`src/rtl/ddfs_freq_divider.sv`:
```
`default_nettype none
// ============================================================================
// Module      : ddfs_freq_divider
// Description : Programmable 50%-duty integer clock divider for the DDFS.
//               The half-period is H = 2^(code + BASE_SHIFT) clk_in cycles.
//               A new divide code is adopted only on the clk_out 1->0 edge,
//               so a period in progress always finishes at its old ratio.
// Revision    : 1.0 - initial release
// ============================================================================
module ddfs_freq_divider #(
    parameter int CNT_W      = 8,
    parameter int BASE_SHIFT = 0
) (
    input  logic       clk_in,
    input  logic       arstn,       // active-high asynchronous reset
    input  logic [2:0] freq_cntrl,
    output logic       clk_out
);

    logic [2:0]       active_sel;
    logic [CNT_W-1:0] cnt;
    logic [CNT_W-1:0] term;
    logic             at_term;

    // Terminal count of the half-period counter for the code in use (H-1).
    always_comb begin
        term    = (CNT_W'(1) << (32'(active_sel) + 32'(BASE_SHIFT))) - CNT_W'(1);
        at_term = (cnt == term);
    end

    // Half-period counter, output toggle and boundary-only code adoption.
    always_ff @(posedge clk_in or posedge arstn) begin
        if (arstn) begin
            cnt        <= '0;
            clk_out    <= 1'b0;
            active_sel <= 3'd0;
        end else if (at_term) begin
            cnt     <= '0;
            clk_out <= ~clk_out;
            // The falling edge closes a period: only here may the ratio change.
            if (clk_out) begin
                active_sel <= freq_cntrl;
            end
        end else begin
            cnt <= cnt + CNT_W'(1);
        end
    end

endmodule
`default_nettype wire

```
`config.mk`:
```
export PLATFORM = sky130hd
export DESIGN_NAME = ddfs_freq_divider
export DESIGN_NICKNAME = d
export VERILOG_FILES = /design/src/rtl/ddfs_freq_divider.sv
export SDC_FILE = /design/constraint.sdc
export NUM_CORES = 1
export LEC_CHECK = 0
export BUFFER_PORTS_ARGS = -buffer_cell sky130_fd_sc_hd__buf_2
export CAP_MARGIN = 20
export CORE_AREA = 2 2 39 41
export CTS_CLUSTER_DIAMETER = 150
export DETAILED_ROUTE_END_ITERATION = 8
export DIE_AREA = 0 0 41 43
export PLACE_DENSITY = 0.75
export RECOVER_POWER = 50
export SETUP_SLACK_MARGIN = 0.15
export SKIP_LAST_GASP = 1
export SLEW_MARGIN = 0
export SYNTH_ARGS = -nofsm -noshare
export SYNTH_HDL_FRONTEND = slang
export SYNTH_SLANG_ARGS = --single-unit
```
`constraint.sdc`:
```
create_clock -name clk_in -period 6.4 [get_ports clk_in]
set_clock_uncertainty 0.15 [all_clocks]
set_input_delay 0 -clock clk_in [delete_from_list [all_inputs] [get_ports clk_in]]
set_output_delay 0 -clock clk_in [all_outputs]
set_load 0.02 [all_outputs]
```
==> impl_results.md <==
- Status: finished clean
- Total GRT Usage: 0.179
- Root buf cell: clkbuf_4
- Yosys top cell area share: 0.443
- Design area: ~760 sq um
- Clock Latency Late Sink: 0.27 ns
- Worst path slowest cell: dfrtp_1
- Peak supply drop: roughly 0.28 mV
- Most frequent cells in the layout: 12 x dfrtp_1, 8 x nor2_1, 5 x xnor2_1, 5 x buf_2
- Leak pwr: 0.000324 uW
- Syn_nets: between 70 and 80
- IO Port Bufs: 5
- DIE HEIGHT: about 43 um
- Antenna Cells: 0
- Clock-pin slew on the worst setup and hold paths: about 0.070 ns
- Yosys reg bits: 12
- Core Area: 1380 sq um
- Grt ovf: 0
- Power density cells: approximately 480 nW/um^2
- GRT met3 Usage: 0.0262
- Min-Delay Path Class: input port to asynchronous set/reset pin
- # clock sinks: 12
- Final RePlAce weighted congestion: between 0.7 and 0.8
- Initial Util: 0.490
- Post-DR wirelength/cell: 12.8 um
- I/O pin cnt: 6
- Met1 usage: 0.218
- Startpoint types: flip-flop
- Placed Instance Area: approximately 700 sq um
- Share of layout cells above drive strength 1: 0.178
- Peak Freq: 0.456 GHz
- Syn_area_per_cell: 10.4 sq um
- Unrepaired setup endpoints after global routing: no
- Vias: approximately 490
- Final Hold Viols: 0
- Hold_buf cts: 4
- H-tree depth: 1
- Post-CTS Setup Bufs: 0
- Vias in the first global route: 500
- Worst slew pin tran: ~0.44 ns
- Synth area leaders: dfrtp_1 44%, xnor2_1 6.5%, xor2_1 5.2%
- Crit-path max cell delay: 0.47 ns
- Drt total wl: 1140 um
- Gr busiest metal: met2
- Relative slew slack: 0.707
- Worst Path Required: about 6.4 ns
- Area grow syn2layout: 11.4%
- Final setup viols: 0
- Die width: 41 um
- Critical path type: flip-flop to flip-flop
- Clk buf depth: 2
- Most common cell after layout, fill and taps aside: dfrtp_1
- Cells along the critical path: xor2_1 -> or4_1 -> a311oi_2 -> and2_1 -> nor2_1
- Final critical-path share of the clock period: 0.343
- Initial drt markers: 10
- Max Transition Viols Final: 0
- Layout Nets: a little over 80
- First-pass GRT wire length: 2060 um
- # rows: 14
- Largest delay share family, worst path: simple AND/OR/NAND/NOR gates
- Syn. warnings: 0
- Initial antenna violation count: 0
- Endpoint type of the worst setup path: flip-flop
- Die ar.: ~1800 sq um
- Synthesized instance count: 65
- Max_cap viols: 0
- Post-CTS sizing: 0
- Largest net degree at the start of global routing: 13
- TritonRoute pass-1 iters: 4
- Sequential-to-total area share from yosys stat: 0.443
- Mapped Area: 678 sq um
- Routed Antenna Nets: 0
- CP bufs+invs: 0
- CTS buffer count: 3
- DP HPWL: between 800 and 900 um
- Post-layout min period: 2.19 ns
- Synth cell types: 29
- DR DRC count: 0
- Largest area contributor in the netlist: dfrtp_1
- Crit path DAT: 2.18 ns
- Met2 usage: 0.263
- Setup tns final: 0 ns
- Crit path max fanout: 9
- TritonCTS clock tree: yes
- Vias per cell: roughly 5.5
-- cell usage after synthesis, drive strengths merged --
master	n
dfrtp	12
nor2	8
nor2b	1
o21ai	2
nand3	5
nor3	1
a311oi	1
or2	1
nand2	1
and2	1
and3	2
o2111ai	2
ha	1
a221oi	1
buf	3
xor2	5
or4	1
inv	3
a211oi	1
a21boi	1
nand3b	1
clkbuf	1
mux2	3
nand2b	1
xnor2	5
or3	1
-- routing by layer --
| layer | vias to the layer above | wire, um | share of wire |
|---|---|---|---|
| met1 | 238 | 517 | 0.45 |
| met3 | 4 | 18 | 0.016 |
| li1 | 239 | - | - |
| met4 | 0 | 36 | 0.032 |
| met5 | - | 0 | 0 |
| met2 | 5 | 568 | 0.50 |
-- through the flow --
| step | utilization | setup WS, ns | hold slack, ns | cells | total power (uW) |
|---|---|---|---|---|---|
| finish | 0.546 | 4.21 | 0.123 | 89 | 361 |
| global route | 0.546 | 4.06 | 0.185 | 89 | 392 |
| CTS | 0.546 | 4.17 | 0.139 | 89 | 366 |
| detailed placement | 0.501 | 4.18 | -0.119 | 82 | 318 |
| global placement | 0.501 | 4.26 | -0.132 | 82 | 312 |
| floorplan | - | 4.34 | -0.285 | 65 | 296 |
-- cells by family (layout without fill, tap and decap cells) --
logic type,after synthesis,in the layout,synth area share
xor+xnor,10,10,0.140
buf+inv,7,15,0.0609
flops,12,12,0.443
simple gates,24,24,0.190
compound gates,8,8,0.0978
mux,3,3,0.0498
fa+ha+maj,1,1,0.0184
-- final cells by class --
class	count	area (sq um)
well taps	16	20.0
multi-input cells	46	337
flip-flops and latches	12	300
inverters	3	11.3
clock buffers	3	22.5
fillers	115	628
repair buffers	9	65.1
-- tightest hold or removal path, stage by stage --
cell and delay, ns:
dlygate4sd3_1 0.53, buf_2 0.12, inv_1 0.33
-- final timing paths --
check	start	endpoint	slack, ns	cells after the start
max	active_sel[2]$_DFFE_PP0P_	cnt[4]$_DFF_PP0_	4.21	5
max reg2reg	active_sel[2]$_DFFE_PP0P_	cnt[4]$_DFF_PP0_	4.21	5
min reg2reg	clk_out$_DFFE_PP0N_	clk_out$_DFFE_PP0N_	0.40	1
max in group asynchronous	arstn	active_sel[1]$_DFFE_PP0P_	5.67	3
min	arstn	cnt[2]$_DFF_PP0_	0.12	3
min in group clk_in	freq_cntrl[1]	active_sel[1]$_DFFE_PP0P_	0.35	3
-- report_power, final --
part | switching [uW] | internal (uW) | leakage, uW
Clock | 22.1 | 21.8 | 0.0000138
Combinational | 66.0 | 79.0 | 0.000165
Sequential | 61.0 | 111 | 0.000145
-- registers in the layout, indices dropped and copies added, names as in the netlist --
name / flops
cnt: 8
active_sel: 3
clk_out: 1
(Power assumes the default switching activity.)
